File: config.mk
export PLATFORM = sky130hd
export DESIGN_NAME = disp_scan_ctrl_flat
export DESIGN_NICKNAME = d
export VERILOG_FILES = /design/src/rtl/disp_scan_if.sv /design/src/rtl/disp_scan_ctrl.sv /design/src/flat_wrapper.sv
export SDC_FILE = /design/constraint.sdc
export NUM_CORES = 1
export LEC_CHECK = 0
export ABC_AREA = 1
export BUFFER_PORTS_ARGS = -buffer_cell sky130_fd_sc_hd__buf_2
export CAP_MARGIN = 5
export CORE_ASPECT_RATIO = 1.2
export CORE_UTILIZATION = 55
export CTS_CLUSTER_DIAMETER = 200
export DETAILED_ROUTE_END_ITERATION = 8
export GPL_TIMING_DRIVEN = 1
export PLACE_DENSITY = 0.88
export SYNTH_ARGS = -nofsm -noshare
export SYNTH_HDL_FRONTEND = slang
export SYNTH_SLANG_ARGS = --single-unit
File: constraint.sdc
create_clock -name clk -period 1.9 [get_ports clk]
set_clock_uncertainty 0.05 [all_clocks]
set_input_delay 0.38 -clock clk [delete_from_list [all_inputs] [get_ports clk]]
set_output_delay 0.38 -clock clk [all_outputs]
set_load 0.005 [all_outputs]
File: src/rtl/disp_scan_if.sv
// Bundle of the signals between the time/set-mode logic and the display
// scan controller. The master side supplies digits and control; the
// slave side (the scan controller) drives the decoder code and the
// digit enables.
interface disp_scan_if;
  logic       en;
  logic [3:0] d0;
  logic [3:0] d1;
  logic [3:0] d2;
  logic [3:0] d3;
  logic [3:0] d4;
  logic [3:0] d5;
  logic [5:0] blink_mask;
  logic       lz_en;
  logic [3:0] bcd;
  logic [5:0] an;
  logic       frame_start;

  modport master (
    output en, d0, d1, d2, d3, d4, d5, blink_mask, lz_en,
    input  bcd, an, frame_start
  );

  modport slave (
    input  en, d0, d1, d2, d3, d4, d5, blink_mask, lz_en,
    output bcd, an, frame_start
  );
endinterface

File: src/rtl/disp_scan_ctrl.sv
// Time-multiplexed scan controller for a six-digit 7-segment display.
// Each digit slot is a DEAD gap (all enables off, decoder code already
// presented) followed by an ON window with one active-low enable.
// Digits and blink mask are captured once per frame so a frame never
// shows a mix of old and new values.
module disp_scan_ctrl #(
  parameter int ON_CYC       = 1000,
  parameter int DEAD_CYC     = 16,
  parameter int BLINK_FRAMES = 64
) (
  input  logic       clk,
  input  logic       rst_n,
  disp_scan_if.slave dsp
);

  localparam int SLOT_MAX = (ON_CYC > DEAD_CYC) ? ON_CYC : DEAD_CYC;
  localparam int CW       = (SLOT_MAX > 1) ? $clog2(SLOT_MAX) : 1;
  localparam int FW       = (BLINK_FRAMES > 1) ? $clog2(BLINK_FRAMES) : 1;

  localparam logic [CW-1:0] ON_LAST   = CW'(ON_CYC - 1);
  localparam logic [CW-1:0] DEAD_LAST = CW'(DEAD_CYC - 1);
  localparam logic [FW-1:0] FR_LAST   = FW'(BLINK_FRAMES - 1);
  localparam logic [5:0]    AN_OFF    = 6'b111111;

  typedef enum logic [1:0] {
    S_OFF,
    S_DEAD,
    S_ON
  } state_t;

  state_t          state;
  logic [2:0]      idx;
  logic [CW-1:0]   cnt;
  logic [FW-1:0]   frm_cnt;
  logic            blink_phase;
  logic [5:0][3:0] snap;
  logic [5:0]      snap_mask;
  logic [5:0][3:0] d_live;
  logic [2:0]      idx_nxt;
  logic            last_slot;
  logic            slot_dark;

  // A slot stays dark when its digit is in the hidden blink half, is a
  // suppressed leading hour zero, or carries a non-BCD code.
  function automatic logic slot_blank(input logic [2:0] i,
                                      input logic [3:0] code,
                                      input logic       msk,
                                      input logic       phase,
                                      input logic       lz);
    return (msk & phase) | (lz & (i == 3'd5) & (code == 4'd0)) | (code > 4'd9);
  endfunction

  assign d_live    = {dsp.d5, dsp.d4, dsp.d3, dsp.d2, dsp.d1, dsp.d0};
  assign last_slot = (idx == 3'd5);
  assign idx_nxt   = last_slot ? 3'd0 : idx + 3'd1;
  assign slot_dark = slot_blank(idx, snap[idx], snap_mask[idx], blink_phase, dsp.lz_en);

  // Scan sequencer: slot timing, frame snapshot, blink phase and all
  // display-side outputs, all registered.
  always_ff @(posedge clk or negedge rst_n) begin
    if (!rst_n) begin
      state           <= S_OFF;
      idx             <= 3'd0;
      cnt             <= '0;
      frm_cnt         <= '0;
      blink_phase     <= 1'b0;
      snap            <= '0;
      snap_mask       <= '0;
      dsp.an          <= AN_OFF;
      dsp.bcd         <= 4'd0;
      dsp.frame_start <= 1'b0;
    end else begin
      dsp.frame_start <= 1'b0;
      case (state)
        S_OFF: begin
          dsp.an <= AN_OFF;
          if (dsp.en) begin
            state           <= S_DEAD;
            idx             <= 3'd0;
            cnt             <= '0;
            snap            <= d_live;
            snap_mask       <= dsp.blink_mask;
            dsp.bcd         <= dsp.d0;
            dsp.frame_start <= 1'b1;
          end
        end

        S_DEAD: begin
          if (!dsp.en) begin
            state  <= S_OFF;
            dsp.an <= AN_OFF;
            idx    <= 3'd0;
            cnt    <= '0;
          end else if (cnt == DEAD_LAST) begin
            state  <= S_ON;
            cnt    <= '0;
            dsp.an <= slot_dark ? AN_OFF : ~(6'b000001 << idx);
          end else begin
            cnt <= cnt + 1'b1;
          end
        end

        S_ON: begin
          if (!dsp.en) begin
            state  <= S_OFF;
            dsp.an <= AN_OFF;
            idx    <= 3'd0;
            cnt    <= '0;
          end else if (cnt == ON_LAST) begin
            state  <= S_DEAD;
            cnt    <= '0;
            idx    <= idx_nxt;
            dsp.an <= AN_OFF;
            if (last_slot) begin
              // Frame boundary: fresh snapshot, pulse, blink bookkeeping.
              snap            <= d_live;
              snap_mask       <= dsp.blink_mask;
              dsp.bcd         <= dsp.d0;
              dsp.frame_start <= 1'b1;
              if (frm_cnt == FR_LAST) begin
                frm_cnt     <= '0;
                blink_phase <= ~blink_phase;
              end else begin
                frm_cnt <= frm_cnt + 1'b1;
              end
            end else begin
              dsp.bcd <= snap[idx_nxt];
            end
          end else begin
            cnt <= cnt + 1'b1;
          end
        end

        default: begin
          state  <= S_OFF;
          dsp.an <= AN_OFF;
          idx    <= 3'd0;
          cnt    <= '0;
        end
      endcase
    end
  end

endmodule

File: src/flat_wrapper.sv
// flat-port wrapper written by rule: the top's interface ports become plain ports
module disp_scan_ctrl_flat 
#(
  parameter int ON_CYC       = 1000,
  parameter int DEAD_CYC     = 16,
  parameter int BLINK_FRAMES = 64
)
  (clk, rst_n, dsp_en, dsp_d0, dsp_d1, dsp_d2, dsp_d3, dsp_d4, dsp_d5, dsp_blink_mask, dsp_lz_en, dsp_bcd, dsp_an, dsp_frame_start);
  disp_scan_if dsp_i ();
  input  logic clk;
  input  logic rst_n;
  input wire logic [$bits(dsp_i.en)-1:0] dsp_en;
  input wire logic [$bits(dsp_i.d0)-1:0] dsp_d0;
  input wire logic [$bits(dsp_i.d1)-1:0] dsp_d1;
  input wire logic [$bits(dsp_i.d2)-1:0] dsp_d2;
  input wire logic [$bits(dsp_i.d3)-1:0] dsp_d3;
  input wire logic [$bits(dsp_i.d4)-1:0] dsp_d4;
  input wire logic [$bits(dsp_i.d5)-1:0] dsp_d5;
  input wire logic [$bits(dsp_i.blink_mask)-1:0] dsp_blink_mask;
  input wire logic [$bits(dsp_i.lz_en)-1:0] dsp_lz_en;
  output wire logic [$bits(dsp_i.bcd)-1:0] dsp_bcd;
  output wire logic [$bits(dsp_i.an)-1:0] dsp_an;
  output wire logic [$bits(dsp_i.frame_start)-1:0] dsp_frame_start;
  assign dsp_i.en = dsp_en;
  assign dsp_i.d0 = dsp_d0;
  assign dsp_i.d1 = dsp_d1;
  assign dsp_i.d2 = dsp_d2;
  assign dsp_i.d3 = dsp_d3;
  assign dsp_i.d4 = dsp_d4;
  assign dsp_i.d5 = dsp_d5;
  assign dsp_i.blink_mask = dsp_blink_mask;
  assign dsp_i.lz_en = dsp_lz_en;
  assign dsp_bcd = dsp_i.bcd;
  assign dsp_an = dsp_i.an;
  assign dsp_frame_start = dsp_i.frame_start;
  disp_scan_ctrl #(.ON_CYC(ON_CYC), .DEAD_CYC(DEAD_CYC), .BLINK_FRAMES(BLINK_FRAMES)) u_core (.clk(clk), .rst_n(rst_n), .dsp(dsp_i));
endmodule
# Yosys cells after proc, flatten, opt, wreduce, memory -nomap -nowiden
# Index checks and enable logic that the tools add are counted.
word_totals:
  out_inout_bits: 11
  in_bits: 34
  reg_bits: 63
op_classes:
  shifts: 1
  magnitude_cmp: 3
  eq_ne: 13
  bitwise_logic: 7
  addsub: 3
  reduce_logical: 10
  mux: 51
ops:
  columns: ["cell", "n"]
  rows:
  - ["24-bit 2-to-1 mux", 4]
  - ["6-bit 2-to-1 mux", 10]
  - ["10-bit 2-to-1 mux", 5]
  - ["24-bit case mux with 2 select lines", 1]
  - ["10-bit case mux with 3 select lines", 1]
  - ["4-bit binary-select mux with 3-bit select", 2]
  - ["4-bit 2-to-1 mux", 6]
  - ["6-bit case mux with 2 select lines", 2]
  - ["3-bit 2-to-1 mux", 5]
  - ["10-bit by 1-bit adder with 10-bit output, second input constant", 1]
  - ["10-bit equality test, second input constant", 1]
  - ["10-bit by 4-bit equality test with 1-bit output, second input constant", 1]
  - ["2-bit 2-to-1 mux", 5]
  - ["5-bit AND reduction", 2]
  - ["3-bit case mux with 3 select lines", 1]
  - ["3-bit by 4-bit < comparator with 1-bit output, second input constant", 2]
  - ["4-bit case mux with 2 select lines", 1]
  - ["4-bit AND reduction", 2]
  - ["6-bit by 1-bit adder with 6-bit output, second input constant", 1]
  - ["6-bit equality test, second input constant", 1]
  - ["2-bit != test, second input constant", 3]
  - ["3-bit by 2-bit != test with 1-bit output, second input constant", 2]
  - ["6-bit NOT", 1]
  - ["2-bit case mux with 3 select lines", 1]
  - ["other kinds (18)", 27]

# Longest topological paths before layout
depth:
  ltp_word: 10
  ltp_mapped: 13

# Least setup slack after synthesis
# No wires, ideal clock.
synth_timing:
  path_kind: "register to register"
  from: "register u_core.state[0]"
  to: "register u_core.cnt[8]"
  setup_slack_ns: 0.222
  path_buffers: 1
  required_ns: 1.713
  stages_incl_launch_ff: 10
  arrival_ns: 1.491
  setup_time_ns: 0.137
  cell_sequence: "dfrtp_1 -> inv_1 -> ha_1 -> inv_1 -> nor2_1 -> inv_1 -> clkbuf_1 -> nand2_1 -> xor2_1 -> a21oi_1"
synth_via:
  elab_chain_cells: 2
  word_cells_on_any_way: 5
  cone_classes: "eq/ne: 3; mux: 1; reduce/logical: 1"
synth_lines:
  columns: ["item", "line", "text"]
  rows:
  - ["from (decl)", "disp_scan_ctrl.sv:31", "state_t state;"]
  - ["from (signal assigned)", "disp_scan_ctrl.sv:62", "state <= S_OFF;"]
  - ["from (signal assigned)", "disp_scan_ctrl.sv:78", "state <= S_DEAD;"]
  - ["from (signal assigned)", "disp_scan_ctrl.sv:90", "state <= S_OFF;"]
  - ["2-bit equality test, or another cell as far along", "disp_scan_ctrl.sv:74", "case (state)"]
  - ["10-bit case mux with 3 select lines or 2-bit != test (tied branches)", null, null]
  - ["to (signal assigned)", "disp_scan_ctrl.sv:99", "cnt <= cnt + 1'b1;"]
  - ["to (signal assigned)", "disp_scan_ctrl.sv:130", "cnt <= cnt + 1'b1;"]
  - ["to (decl)", "disp_scan_ctrl.sv:33", "logic [CW-1:0] cnt;"]
# Parallel ways exist; a longest one is shown, timed or not.
# A chain may end at the register's enable or synchronous reset.

# Worst setup path in the final report
layout_timing:
  from: "register u_core.cnt[0]"
  to: "register u_core.dsp.bcd[0]"
layout_via:
  elab_chain_cells: 3
layout_lines:
  columns: ["item", "line", "text"]
  rows:
  - ["10-bit equality test", "disp_scan_ctrl.sv:109", "end else if (cnt == ON_LAST) begin"]
  - ["2-bit by 1-bit != test with 1-bit output (no source line)", null, null]
  - ["4-bit AND reduction (no source line)", null, null]
  - ["to (signal assigned)", "disp_scan_ctrl.sv:83", "dsp.bcd <= dsp.d0;"]
  - ["to (signal assigned)", "disp_scan_ctrl.sv:118", "dsp.bcd <= dsp.d0;"]
  - ["to (signal assigned)", "disp_scan_ctrl.sv:127", "dsp.bcd <= snap[idx_nxt];"]
  - ["to (decl)", "disp_scan_if.sv:26", "output bcd, an, frame_start"]
# No other way between the ends.

==> metrics <==
GP Congestion=0.909; FF-to-FF End=u_core.dsp.bcd[0]; max cap viols=0; Hold Startpoint=dsp_d2[0]; Syn Nets=461; Syn. warnings=0; Slew @ Worst Pin=0.338 ns; area overhead of the layout relative to synthesis=25.1%; Initial DRC Count=415; WL per Instance=15.0 um; Syn Area/Cell=7.89 um2; design area=0.00415 mm2; # diodes=0; vias in the first global route=2964; Initial DRT Pass Iterations=6; Final WS setup=-0.0390 ns; die height=87.1 um; ranking of synthesized cells by area=dfrtp_1 43%, nand2_1 13%, o21ai_0 7.1%; worst hold margin=0.193 ns; global-route usage over all layers=26.0%; Max VDD drop=899 uV; sequential area share after synthesis=47.8%; ANT nets after route=0; unrepaired setup endpoints after global routing=true; clk root buf=clkbuf_8; power per standard cell area=1330 mW/mm2; io pins=45; failing checks=negative setup slack; R2R depth=13; Synth area leader=dfrtp_1; worst hold-check path type=in2reg; max incr delay on CP=0.40 ns; Crit path top cell by count=nand2_4; Slowest-stage cell, CP=dfrtp_1; Syn Inst Count=420; dpl cells=541; layout cells sized above 1=26.3%; Reg clk slew, reported paths=0.07 ns; fin crit share=102%; Worst-Skew Late Latency=0.34 ns; startpoint class of the critical path=flop; hpwl dp=5450 um; # H-tree levels=3; area share of the largest cell type after synthesis=43.0%; LEAKAGE=2.05 nW; antenna violations before repair=0; Critical R2R Launch=u_core.cnt[0]; vias per cell=5.53; dominant synthesized flop cell=dfrtp_1; Hold Crit Depth=3; Req. time, crit path=2.13 ns; global-route wire length before repair=12500 um; row count=30; Die X=72.9 um; port bufs=44; cell family with most CP delay=simple AND/OR/NAND/NOR gates; Final min period=1.94 ns; critical path class=reg2reg; asr flop ratio synth=100%; Post-synth EDFFs=0; Initial Utilization=57.7%; maximum operating frequency=516 MHz; Max Root-Sink Buffers=2; Non-Filler Instances=575; Critical Path Sink Type=flop; vias=3180; critical-path cell list=ha_2 > nand2_2 > inv_2 > nand2_4 > nor2_4 > nand2_4 > nand2_4 > nand2_8 > nor2_4 > buf_12 > buf_6 > nand2_1 > nand3_1; CTS buffer count=9; outcome=complete, but fails checks; Final Hold Viols=0; CTS tree=yes; Overall Power=0.00551 W; Placed Area=0.00366 mm2; CP arrival=2.17 ns; Worst Path Buf+Inv=3; post-synth cell types=34; FF-to-FF setup slack=-0.04 ns; grt ovf=0; pin count of the biggest net entering global routing=64; Setup TNS=-0.415 ns; Residual DRC=0; Synth Register Bits=63; Die Area=0.00634 mm2; Final Net Count=531; mapped cell area=0.00332 mm2; Max transition margin=77.5%; final number of setup-violating endpoints=26; final WL=8650 um; Max Slew Vio Count=0; Critical Path Fanout Max=7; WHS Endpoint=u_core.snap[8]; # clock sinks=63; core area=0.00574 mm2
## cell usage in the layout (no fill, tap or decap), types with 3 or more instances in the layout
master	instances
o21ai_1	13
dfrtp_1	55
o31ai_1	3
nand4_1	3
buf_4	17
nand2_1	108
clkbuf_8	10
a21oi_1	32
buf_2	44
inv_2	4
nor2_1	35
clkinv_2	3
dfstp_2	6
nand2_4	5
nor2_2	6
xor2_1	10
ha_1	5
buf_12	3
buf_6	3
clkbuf_16	3
nand2_2	13
nand3_1	16
o21ai_0	35
o21ai_2	3
nor2_4	3
inv_1	37
## worst max path at each step
stage | start | endpoint | slack [ns] | depth (start not counted)
6_report | u_core.cnt[0] | u_core.dsp.bcd[0] | -0.04 | 13
5_1_grt | u_core.cnt[0] | u_core.snap[13] | -0.14 | 13
4_1_cts | u_core.state[0] | u_core.frm_cnt[3] | -0.04 | 8
3_5_place_dp | u_core.state[0] | u_core.frm_cnt[3] | -0.004 | 8
3_3_place_gp | u_core.idx[1] | u_core.dsp.bcd[0] | 0.07 | 8
2_1_floorplan | u_core.state[0] | u_core.cnt[8] | 0.22 | 9
## area by class of cell
type / count / area [um2]
fillers: 427 / 1590
multi-input cells: 304 / 1590
flip-flops and latches: 63 / 1590
repair buffers: 71 / 527
inverters: 41 / 154
clock buffers: 12 / 145
well taps: 80 / 100
clock inverters: 4 / 45.0
## metrics by stage
step / util, % / worst slack [ns]
floorplan: - / 0.222
global placement: 63.7 / 0.0718
detailed placement: 63.7 / -0.00415
CTS: 67.2 / -0.0392
global route: 72.2 / -0.139
finish: 72.2 / -0.0390
## flip-flops by register name (all words and copies together) (netlist names)
signal,count
u_core.snap,24
u_core.dsp.bcd,4
u_core.dsp.an,6
u_core.blink_phase,1
u_core.frm_cnt,6
u_core.idx,3
u_core.dsp.frame_start,1
u_core.cnt,10
u_core.state,2
u_core.snap_mask,6
## logic make-up after synthesis
family	after synthesis	synth area share, %
adder cells (fa/ha/maj)	7	2.64
XOR/XNOR	11	2.91
flip-flops	63	47.8
multiplexers	1	0.302
AND/OR/NAND/NOR	194	25.1
buffers and inverters	53	6.79
AO/OA/AOI/OAI	91	14.5
## power by group
part / internal, W / leakage [nW] / switching, W / total, W
registers: 0.00176 / 0.791 / 0.000243 / 0.00200
logic: 0.000984 / 1.16 / 0.00139 / 0.00237
clock network: 0.000636 / 0.100 / 0.000506 / 0.00114
## tightest hold or removal path, stage by stage
cell and delay [ns]:
buf_2 0.08, nand2_1 0.04, nand2_1 0.05
## timing repair
| action | 4_1_cts | 5_1_grt |
|---|---|---|
| hold buffers | 1 | 0 |
| gates resized for setup | 0 | 37 |
| setup buffers | 0 | 11 |
| hold endpoints to repair | 3 | 0 |
| pin swaps | 0 | 6 |
| endpoints found under the setup margin | 4 | 57 |
| cloned | 0 | 6 |
## cells in the mapped netlist (all sizes together) (6+ instances only)
| cell type | count |
|---|---|
| nand2 | 127 |
| dfrtp | 57 |
| o21ai | 51 |
| nor2 | 44 |
| inv | 41 |
| a21oi | 32 |
| nand3 | 16 |
| xor2 | 10 |
| buf | 8 |
| ha | 7 |
| dfstp | 6 |
## per-layer routing
metal  up-vias  routed length, um  part of all wire, %  track usage [%]
li1       1497                  -                    -                -
met1      1506               3420                   39             30.1
met2       136               4410                   51             44.6
met3        41                436                  5.0             4.40
met4         0                391                  4.5             15.7
met5         -                  0                    0                0
(Power assumes the default switching activity.)
